==> config.mk <==
export PLATFORM = sky130hd
export DESIGN_NAME = maze_dfs_engine
export DESIGN_NICKNAME = d
export VERILOG_FILES = /design/src/rtl/maze_pkg.sv /design/src/rtl/maze_dfs_engine_loc_stack.sv /design/src/rtl/maze_dfs_engine.sv
export SDC_FILE = /design/constraint.sdc
export NUM_CORES = 2
export LEC_CHECK = 0
export CORE_MARGIN = 1.5
export CORE_UTILIZATION = 58
export DETAILED_ROUTE_END_ITERATION = 8
export GPL_TIMING_DRIVEN = 1
export PLACE_DENSITY = 0.79
export SYNTH_ARGS = -nofsm -noshare
export SYNTH_HDL_FRONTEND = slang
export SYNTH_SLANG_ARGS = --single-unit
==> constraint.sdc <==
create_clock -name clk -period 5.5 [get_ports clk]
set_input_delay 0.825 -clock clk [delete_from_list [all_inputs] [get_ports clk]]
set_output_delay 0.825 -clock clk [all_outputs]
set_load 0.03 [all_outputs]
==> src/rtl/maze_pkg.sv <==
// rtl/maze_pkg.sv - shared states, direction codes and neighbour helper for the maze DFS engine
package maze_pkg;

  typedef enum logic [2:0] {IDLE, MARK, CHECK, NEXT, EVAL, BACK, REPLAY} state_t;

  localparam logic [1:0] DIR_E = 2'd0;
  localparam logic [1:0] DIR_N = 2'd1;
  localparam logic [1:0] DIR_W = 2'd2;
  localparam logic [1:0] DIR_S = 2'd3;
  localparam logic [2:0] DIR_END = 3'd4;

  localparam int NB_W = 32;

  // Returns {in_bounds, loc}; loc = {row, col} packed with col in the low col_w bits.
  function automatic logic [NB_W:0] neighbour(input logic [NB_W-1:0] loc, input logic [1:0] dir,
                                              input int row_w, input int col_w);
    int unsigned rows, cols, row, col;
    logic ok;
    rows = 32'd1 << row_w;
    cols = 32'd1 << col_w;
    row  = loc >> col_w;
    col  = loc & (cols - 1);
    ok   = 1'b0;
    case (dir)
      DIR_E: begin ok = (col + 1 < cols); col = col + 1; end
      DIR_N: begin ok = (row != 0);       row = row - 1; end
      DIR_W: begin ok = (col != 0);       col = col - 1; end
      default: begin ok = (row + 1 < rows); row = row + 1; end
    endcase
    return {ok, (row << col_w) | (col & (cols - 1))};
  endfunction

endpackage

==> src/rtl/maze_dfs_engine_loc_stack.sv <==
// rtl/maze_dfs_engine_loc_stack.sv - LIFO of path locations with a random-access replay port
module loc_stack #(
  parameter int LOC_W = 8,
  parameter int DEPTH = 256,
  parameter int SP_W  = $clog2(DEPTH + 1),
  parameter int IDX_W = (DEPTH > 1) ? $clog2(DEPTH) : 1
) (
  input  logic             clk,
  input  logic             rst,
  input  logic             clear,
  input  logic             push,
  input  logic             pop,
  input  logic [LOC_W-1:0] push_data,
  input  logic [IDX_W-1:0] rd_addr,
  output logic [LOC_W-1:0] rd_data,
  output logic [LOC_W-1:0] top_data,
  output logic [SP_W-1:0]  sp,
  output logic             full,
  output logic             empty
);

  logic [LOC_W-1:0] mem [1 << IDX_W];
  logic [IDX_W-1:0] top_idx;

  assign full     = (sp == SP_W'(DEPTH));
  assign empty    = (sp == '0);
  // sp == DEPTH may truncate to 0 when DEPTH is a power of two; the wrap still lands on DEPTH-1.
  assign top_idx  = sp[IDX_W-1:0] - IDX_W'(1);
  assign top_data = mem[top_idx];
  assign rd_data  = mem[rd_addr];

  always_ff @(posedge clk or posedge rst) begin
    if (rst)                 sp <= '0;
    else if (clear)          sp <= '0;
    else if (push && !full)  sp <= sp + SP_W'(1);
    else if (pop && !empty)  sp <= sp - SP_W'(1);
  end

  always_ff @(posedge clk) begin
    if (push && !full) mem[sp[IDX_W-1:0]] <= push_data;
  end

endmodule

==> src/rtl/maze_dfs_engine.sv <==
// rtl/maze_dfs_engine.sv - depth-first maze solver over a 1-bit-per-cell map RAM with path replay
module maze_dfs_engine
  import maze_pkg::*;
#(
  parameter int ROW_W       = 4,
  parameter int COL_W       = 4,
  parameter int STACK_DEPTH = 256,
  parameter int LOC_W       = ROW_W + COL_W,
  parameter int SP_W        = $clog2(STACK_DEPTH + 1)
) (
  input  logic             clk,
  input  logic             rst,
  input  logic             start,
  input  logic [LOC_W-1:0] src_loc,
  input  logic [LOC_W-1:0] dst_loc,
  output logic             map_rd_en,
  output logic             map_wr_en,
  output logic [LOC_W-1:0] map_addr,
  output logic             map_wr_data,
  input  logic             map_rd_data,
  output logic             busy,
  output logic             done,
  output logic             fail,
  output logic             overflow,
  output logic [SP_W:0]    path_len,
  output logic             path_valid,
  output logic [LOC_W-1:0] path_loc,
  input  logic             path_ready
);

  localparam int IDX_W = (STACK_DEPTH > 1) ? $clog2(STACK_DEPTH) : 1;

  state_t           state, state_next;
  logic [LOC_W-1:0] curr, dst_r, nb_loc, stack_top, stack_rd;
  logic [2:0]       dir;
  logic [SP_W-1:0]  sp, rep_idx;
  logic [NB_W:0]    nb;
  logic             nb_ok, full, empty, push, pop, clear, hs, last_beat;

  assign nb     = neighbour(NB_W'(curr), dir[1:0], ROW_W, COL_W);
  assign nb_ok  = nb[NB_W] && (nb[NB_W-1:LOC_W] == '0);
  assign nb_loc = nb[LOC_W-1:0];

  assign map_wr_data = 1'b1;
  assign busy        = (state != IDLE);
  assign path_valid  = (state == REPLAY);
  assign hs          = path_valid && path_ready;
  // Stack entries replay first; the destination is never pushed, so it comes from curr.
  assign last_beat   = (rep_idx == sp);
  assign path_loc    = !path_valid ? '0 : (last_beat ? curr : stack_rd);

  loc_stack #(.LOC_W(LOC_W), .DEPTH(STACK_DEPTH), .SP_W(SP_W), .IDX_W(IDX_W)) u_stack (
    .clk      (clk),
    .rst      (rst),
    .clear    (clear),
    .push     (push),
    .pop      (pop),
    .push_data(curr),
    .rd_addr  (rep_idx[IDX_W-1:0]),
    .rd_data  (stack_rd),
    .top_data (stack_top),
    .sp       (sp),
    .full     (full),
    .empty    (empty)
  );

  always_ff @(posedge clk or posedge rst) begin
    if (rst) state <= IDLE;
    else     state <= state_next;
  end

  always_comb begin
    state_next = state;
    map_rd_en  = 1'b0;
    map_wr_en  = 1'b0;
    map_addr   = '0;
    push       = 1'b0;
    pop        = 1'b0;
    clear      = 1'b0;
    case (state)
      IDLE:   if (start) begin clear = 1'b1; state_next = MARK; end
      MARK:   begin map_wr_en = 1'b1; map_addr = curr; state_next = CHECK; end
      CHECK:  state_next = (curr == dst_r) ? REPLAY : NEXT;
      NEXT: begin
        if (dir == DIR_END) state_next = BACK;
        else if (nb_ok) begin map_rd_en = 1'b1; map_addr = nb_loc; state_next = EVAL; end
      end
      EVAL: begin
        if (map_rd_data) state_next = NEXT;
        else if (full)   state_next = IDLE;
        else begin push = 1'b1; state_next = MARK; end
      end
      BACK: begin
        if (empty) state_next = IDLE;
        else begin pop = 1'b1; state_next = NEXT; end
      end
      REPLAY: if (hs && last_beat) state_next = IDLE;
      default: state_next = IDLE;
    endcase
  end

  always_ff @(posedge clk or posedge rst) begin
    if (rst) begin
      curr     <= '0;
      dst_r    <= '0;
      dir      <= '0;
      rep_idx  <= '0;
      done     <= 1'b0;
      fail     <= 1'b0;
      overflow <= 1'b0;
      path_len <= '0;
    end else begin
      case (state)
        IDLE: if (start) begin
          curr     <= src_loc;
          dst_r    <= dst_loc;
          dir      <= '0;
          rep_idx  <= '0;
          done     <= 1'b0;
          fail     <= 1'b0;
          overflow <= 1'b0;
          path_len <= '0;
        end
        CHECK: if (curr == dst_r) begin
          path_len <= {1'b0, sp} + (SP_W + 1)'(1);
          done     <= 1'b1;
        end
        NEXT: if (dir != DIR_END && !nb_ok) dir <= dir + 3'd1;
        EVAL: begin
          if (map_rd_data) dir <= dir + 3'd1;
          else if (full) begin fail <= 1'b1; overflow <= 1'b1; end
          else begin curr <= nb_loc; dir <= '0; end
        end
        BACK: begin
          if (empty) fail <= 1'b1;
          else begin curr <= stack_top; dir <= '0; end
        end
        REPLAY: if (hs && !last_beat) rep_idx <= rep_idx + SP_W'(1);
        default: ;
      endcase
    end
  end

endmodule

=== Yosys cells after proc, flatten, opt, wreduce, memory -nomap -nowiden ===
Memory sizes are Yosys's and may differ from the RTL's.
Cells that the tools add are included.

* Add/sub/neg operators: 10
* Multiplexer cells: 58
* Divide/modulo/power cells: 0
* Reduce and logical (&&, ||, !) cells: 33
* Multipliers: 0
* Shift-type cells: 0
* Bitwise logic cells: 1
* Magnitude comparators: 2
* Equality and inequality tests: 25

{| class="wikitable"
|+ Operators by type and width
! operator !! count
|-
| two-way mux 8 bit || 8
|-
| nonzero test 32 bit || 2
|-
| case mux 28 bit (2 select lines) || 1
|-
| two-way mux 9 bit || 5
|-
| less-than comparator 32 x 5 -> 1 bit, second input constant || 1
|-
| bitwise OR 32 x 4 -> 32 bit || 1
|-
| two-way mux 3 bit || 10
|-
| logical NOT 24 bit || 1
|-
| case mux 8 bit (3 select lines) || 1
|-
| case mux 3 bit (7 select lines) || 1
|-
| two-way mux 10 bit || 2
|-
| case mux 10 bit (2 select lines) || 1
|-
| two-way mux 1 bit || 19
|-
| adder 9 x 1 -> 9 bit, second input constant || 2
|-
| case mux 9 bit (2 select lines) || 1
|-
| case mux 8 bit (2 select lines) || 1
|-
| AND reduction 5 bit || 3
|-
| == test 3 bit, second input constant || 4
|-
| != test 2 bit, second input constant || 6
|-
| case mux 3 bit (4 select lines) || 1
|-
| adder 4 x 1 -> 5 bit, second input constant || 2
|-
| adder 9 x 1 -> 10 bit, second input constant || 1
|-
| == test 9 bit || 1
|-
| == test 9 bit, second input constant || 1
|-
| other kinds (29) || 53
|}

* Bits in latches: 0
* Input port bits: 21
* Memories kept: 1
* Bits in writable memories: 2048
* ROM bits: 0
* Output and inout bits: 34
* Register bits: 53
* Logic and storage cells: 140

{| class="wikitable"
|+ Memories
! memory !! words !! bits a word !! rd ports !! clocked after memory_dff !! wr ports !! line !! source
|-
| u_stack.mem || 256 || 8 || 2 || 0 || 1 || maze_dfs_engine_loc_stack.sv:22 || <nowiki>logic [LOC_W-1:0] mem [1 << IDX_W];</nowiki>
|}

=== Longest topological paths before layout ===
* Depth in word-level cells: 10
* Gate-level depth with buffers: 19
* Gate-level depth less buffers: 15

=== Cells and area by module ===
From an unflattened synthesis, not the netlist that was laid out.

* Cell total of the unflattened synthesis: 4689
* Area, all modules: 98937.4 um2

{| class="wikitable"
|+ By module, submodules not included
! module !! area each (um2) !! cells an instance !! instances !! seq. area each (um2)
|-
| loc_stack || 95645.5 || 4288 || 1 || 61724.2
|-
| maze_dfs_engine || 3291.9 || 401 || 1 || 1101.1
|}

=== Least setup slack after synthesis ===
No wires, ideal clock.

* Path kind: register -> output
* Start point: register curr[5]
* End point: output port map_addr[0]
* Required time: 4.675 ns
* Arrival time: 6.148 ns
* Buffers on the path: 0
* Cell stages (with the launch flop): 8
* Path slack: -1.473 ns
* Cells stage by stage: dfrtp_1 -> inv_1 -> ha_1 -> a221oi_1 -> o22ai_1 -> nor2_1 -> a21oi_1 -> o21ai_0

* Longest elaborated chain between the ends: 8
* Elaborated cells between the ends (all ways): 12
* Classes of those cells: add/sub (2); order compare (1); mux (5); bitwise (1); reduce/logical (3)

{| class="wikitable"
|+ Ends and longest elaborated chain
! what !! line !! source
|-
| start, declared || maze_dfs_engine.sv:34 || <nowiki>logic [LOC_W-1:0] curr, dst_r, nb_loc, stack_top, stack_rd;</nowiki>
|-
| start signal, assigned || maze_dfs_engine.sv:115 || <nowiki>curr <= src_loc;</nowiki>
|-
| branches (longest 4 deep; another with less-than comparator 32 x 5 -> 1 bit) || n/a ||
|-
| logical AND 1 bit (*) || maze_dfs_engine.sv:41 || <nowiki>assign nb_ok = nb[NB_W] && (nb[NB_W-1:LOC_W] == '0);</nowiki>
|-
| two-way mux 8 bit (*) || maze_dfs_engine.sv:86 || <nowiki>else if (nb_ok) begin map_rd_en = 1'b1; map_addr = nb_loc; state_next = EVAL; end</nowiki>
|-
| two-way mux 8 bit (*) || maze_dfs_engine.sv:85 || <nowiki>if (dir == DIR_END) state_next = BACK;</nowiki>
|-
| case mux 8 bit (2 select lines) (*) || maze_dfs_engine.sv:80 || <nowiki>case (state)</nowiki>
|-
| end, declared || maze_dfs_engine.sv:18 || <nowiki>output logic [LOC_W-1:0] map_addr,</nowiki>
|}

Every way passes the cells marked *.

=== Worst setup path after layout ===
* Start point: register rep_idx[3]
* End point: output port path_loc[0]

* Longest elaborated chain between the ends: 3
* Elaborated cells between the ends (all ways): 4
* Classes of those cells: eq/ne (1); mux (2); memory (1)

{| class="wikitable"
|+ Ends and longest elaborated chain
! what !! line !! source
|-
| start, declared || maze_dfs_engine.sv:36 || <nowiki>logic [SP_W-1:0] sp, rep_idx;</nowiki>
|-
| start signal, assigned || maze_dfs_engine.sv:138 || <nowiki>REPLAY: if (hs && !last_beat) rep_idx <= rep_idx + SP_W'(1);</nowiki>
|-
| memory (256 x 8 bit) or == test 9 bit (tied branches) || n/a ||
|-
| two-way mux 8 bit (*) (2 in series) || maze_dfs_engine.sv:50 || <nowiki>assign path_loc = !path_valid ? '0 : (last_beat ? curr : stack_rd);</nowiki>
|-
| end, declared || maze_dfs_engine.sv:27 || <nowiki>output logic [LOC_W-1:0] path_loc,</nowiki>
|}

Mark *: on every way between the ends. The rest lies on a longest branch, timed or not.

==> results.json <==
{
  "run_status": "finished with violations",
  "violations": "negative setup slack",
  "setup.worst_path.end_class": "output pin",
  "hold_ws_ns": 0.473,
  "drc": 0,
  "hold_buffers": 0,
  "num_vias": 59200,
  "cts.htree.levels": 4,
  "insertion_delay_ns": 0.88,
  "grt_max_degree": 233,
  "drt-initial-drc-count": 11300,
  "cp-start-kind": "register",
  "syn_inst": 4913,
  "synthArstFlopShare": 0.0252,
  "io_pins": 55,
  "slew_viol_final": 0,
  "worstMarginPinSlew_ns": 1.44,
  "port-buffer-count": 53,
  "wl_um": 310000,
  "ys_seq_elements": 2101,
  "peakVddDrop_mv": 0.614,
  "coreArea_um2": 170000,
  "path_class": "register to output pin",
  "grt_pass1_vias": 57600,
  "cts_buffers": 206,
  "overflow": 0,
  "setup_violations": 1,
  "root_buffer": "clkbuf_16",
  "synth_area_per_cell_um2": 20.2,
  "min_from": "done$_DFFE_PP0P_",
  "relSlewSlack": 0.0378,
  "power_uw": 66600,
  "dp_hpwl_um": 193000,
  "antenna_left": 0,
  "final_nets": 5130,
  "swShare": 0.384,
  "dieArea_um2": 174000,
  "syn_area_um2": 99300,
  "viasPerCell": 7.91,
  "hold_violations": 0,
  "grt_pass1_wl_um": 440000,
  "min_to": "done$_DFFE_PP0P_",
  "power.net_switching_uw": 25600,
  "synth_nets": 4958,
  "fin_crit_sh": 1.00,
  "rr_startpoint": "u_stack.sp[0]$_DFFE_PP0P_",
  "fillers": 10700,
  "track_usage": 0.361,
  "power_density_nw_per_um2": 600,
  "wire_per_inst_um": 41.4,
  "r2r_setup_slack_ns": 0.55,
  "hold_path_depth": 2,
  "worstHoldPathType": "register to register",
  "final_layout_size_suffix_gt1_frac": 0.363,
  "tritoncts": "done",
  "grt_antenna_before_repair": 8,
  "firstDrtPassIters": 8,
  "row_count": 151,
  "p_int_uw": 41100,
  "yosys_warnings": 0,
  "p_seq_frac": 0.310,
  "die_width_um": 417,
  "initial_core_util": 0.585,
  "fin_crit_ns": 5.53,
  "clockBufferDepth": 3,
  "r2r_cells": 9,
  "synthFlopType": "edfxtp_1",
  "worst_slack_ns": -0.0264,
  "p_comb_frac": 0.468,
  "power_leakage_uw": 0.0338,
  "syn2layout_area_growth_pct": 11.8,
  "worst_r2r_endpoint": "curr[5]$_DFFE_PP0P_",
  "ys_seq_area_frac": 0.632,
  "clock-sinks": 2101,
  "synth-edff-count": 2048,
  "ys_types": 73,
  "routabilityCongestion": 1.04,
  "die_h_um": 417,
  "fmax_ghz": 0.181,
  "critPathRequiredTime_ns": 4.68,
  "clockPowerShare": 0.223,
  "cap_viol_max_count": 0,
  "skew_ns": 0.0525,
  "cp.arrival_ns": 4.70,
  "cp_max_fo": 14,
  "path_clk_slew_ns": 0.06
}
==> layer usage <==
metal  track usage  share of wire  up-vias
li1              -              -    21600
met1         0.481           0.33    30600
met2         0.526           0.45     5925
met3         0.138           0.16     1018
met4         0.178          0.063       14
met5             0        0.00031        -
==> placed cells by master (no fill, tap or decap), drive strengths merged, types with 27 or more instances in the layout <==
| cell | Yosys | final |
|---|---|---|
| o21ai | 59 | 59 |
| edfxtp | 2048 | 2048 |
| inv | 22 | 29 |
| clkinv | 3 | 98 |
| mux4 | 1220 | 1220 |
| nand2 | 149 | 149 |
| a211oi | 27 | 27 |
| dfrtp | 53 | 53 |
| nor2 | 314 | 314 |
| o221ai | 43 | 43 |
| clkdlybuf4s50 | 0 | 45 |
| nand3 | 69 | 69 |
| buf | 229 | 314 |
| a21oi | 33 | 33 |
| clkbuf | 166 | 236 |
| mux2i | 105 | 105 |
| o22ai | 45 | 45 |
| bufinv | 0 | 32 |
| xor2 | 29 | 29 |
| nor3 | 30 | 30 |
==> synthesized netlist by cell type, types with 6 or more instances <==
library cell,n,area share
buf_4,32,0.0024
nand2b_1,11,0.00069
ha_1,23,0.0029
a31oi_1,11,0.00069
o221ai_1,43,0.0038
nor2b_1,23,0.0014
nor4_1,16,0.0010
o211ai_1,17,0.0013
buf_1,39,0.0015
a21oi_1,32,0.0016
mux4_2,1220,0.28
mux2_2,14,0.0016
o21ai_0,54,0.0027
xor2_1,28,0.0025
nand3_1,69,0.0035
clkbuf_1,166,0.0063
a211oi_1,27,0.0020
and2_1,6,0.00038
nand2_1,149,0.0056
xnor2_1,17,0.0015
mux2i_1,105,0.011
dfrtp_1,53,0.013
a22o_1,13,0.0011
buf_6,9,0.0010
a211o_1,6,0.00053
a221oi_1,13,0.0011
nor4b_1,7,0.00062
edfxtp_1,2048,0.62
o22ai_1,45,0.0028
inv_1,22,0.00083
nand4_1,11,0.00069
nor3_1,30,0.0015
nor2_1,314,0.012
buf_2,149,0.0075
a22oi_1,15,0.0011
==> state kept, by name, indices dropped and copies added, names as in the netlist <==
register,flops
u_stack.mem,2048
path_len,10
rep_idx,9
u_stack.sp,9
curr,8
dst_r,8
dir,3
state,3
done,1
fail,1
overflow,1
==> kinds of logic (layout without fill, tap and decap cells) <==
logic type	after synthesis	in the layout	synth area share
flip-flops	2101	2101	0.632
multiplexers	1339	1339	0.289
AND/OR/NAND/NOR	663	663	0.0294
buffers and inverters	420	768	0.0196
AO/OA/AOI/OAI	319	319	0.0225
XOR/XNOR	46	46	0.00413
adder cells (fa/ha/maj)	24	24	0.00310
other	1	6	0.0000378
==> cell type report <==
cell class	instances	area (um^2)	share of cell area
clock inverter	148	1710	0.0154
clock buffer	236	5330	0.0480
multi-input combinational	2392	34800	0.313
sequential	2101	62900	0.566
antenna	5	12.5	0.000113
timing repair buffer	359	3500	0.0315
inverter	25	101	0.000913
tap	2218	2780	0.0250
==> power by group through the flow <==
| stage | Combinational [uW] | Clock (uW) | Sequential [uW] |
|---|---|---|---|
| floorplan | 18100 | 0 | 21700 |
| global placement | 29300 | 0 | 20900 |
| detailed placement | 29700 | 0 | 21000 |
| CTS | 30100 | 14800 | 20600 |
| global route | 31700 | 15400 | 20600 |
| finish | 31200 | 14800 | 20600 |
==> through the flow <==
stage / instance area (um^2) / setup WS (ns) / setup TNS, ns / cells / util
2_1_floorplan: 99300 / -0.0374 / -0.0748 / 4913 / -
3_3_place_gp: 104000 / 0.140 / 0 / 7088 / 0.611
3_5_place_dp: 104000 / 0.202 / 0 / 7088 / 0.611
4_1_cts: 111000 / 0.0127 / 0 / 7479 / 0.654
5_1_grt: 111000 / -0.00719 / -0.00826 / 7479 / 0.655
6_report: 111000 / -0.0264 / -0.0264 / 7484 / 0.655
==> worst max-delay path, cell delays in order, from the launching register on <==
cell,delay (ns)
dfrtp_1,0.83
nand2_1,0.28
or2_2,0.62
o22ai_1,0.49
a211oi_2,0.16
a211oi_1,0.43
nor3_4,0.12
buf_4,0.17
a211oi_1,0.46
buf_4,0.26
==> repair_timing <==
item / CTS / global route
resized for setup: 9 / 18
setup buffers: 7 / 0
setup endpoints to repair: 8 / 7
pin swaps: 0 / 1
==> worst max path at each step <==
| stage | from | to | slack (ns) | depth (start not counted) |
|---|---|---|---|---|
| finish | rep_idx[3]$_DFFE_PP0P_ | path_loc[0] | -0.03 | 9 |
| global route | rep_idx[0]$_DFFE_PP0P_ | path_loc[0] | -0.007 | 12 |
| CTS | rep_idx[0]$_DFFE_PP0P_ | path_loc[0] | 0.01 | 10 |
| detailed placement | rep_idx[0]$_DFFE_PP0P_ | path_loc[0] | 0.20 | 11 |
| global placement | rep_idx[0]$_DFFE_PP0P_ | path_loc[0] | 0.14 | 11 |
| floorplan | curr[0]$_DFFE_PP0P_ | map_addr[1] | -0.04 | 10 |
Note: power is estimated with default switching activity, not from simulation.
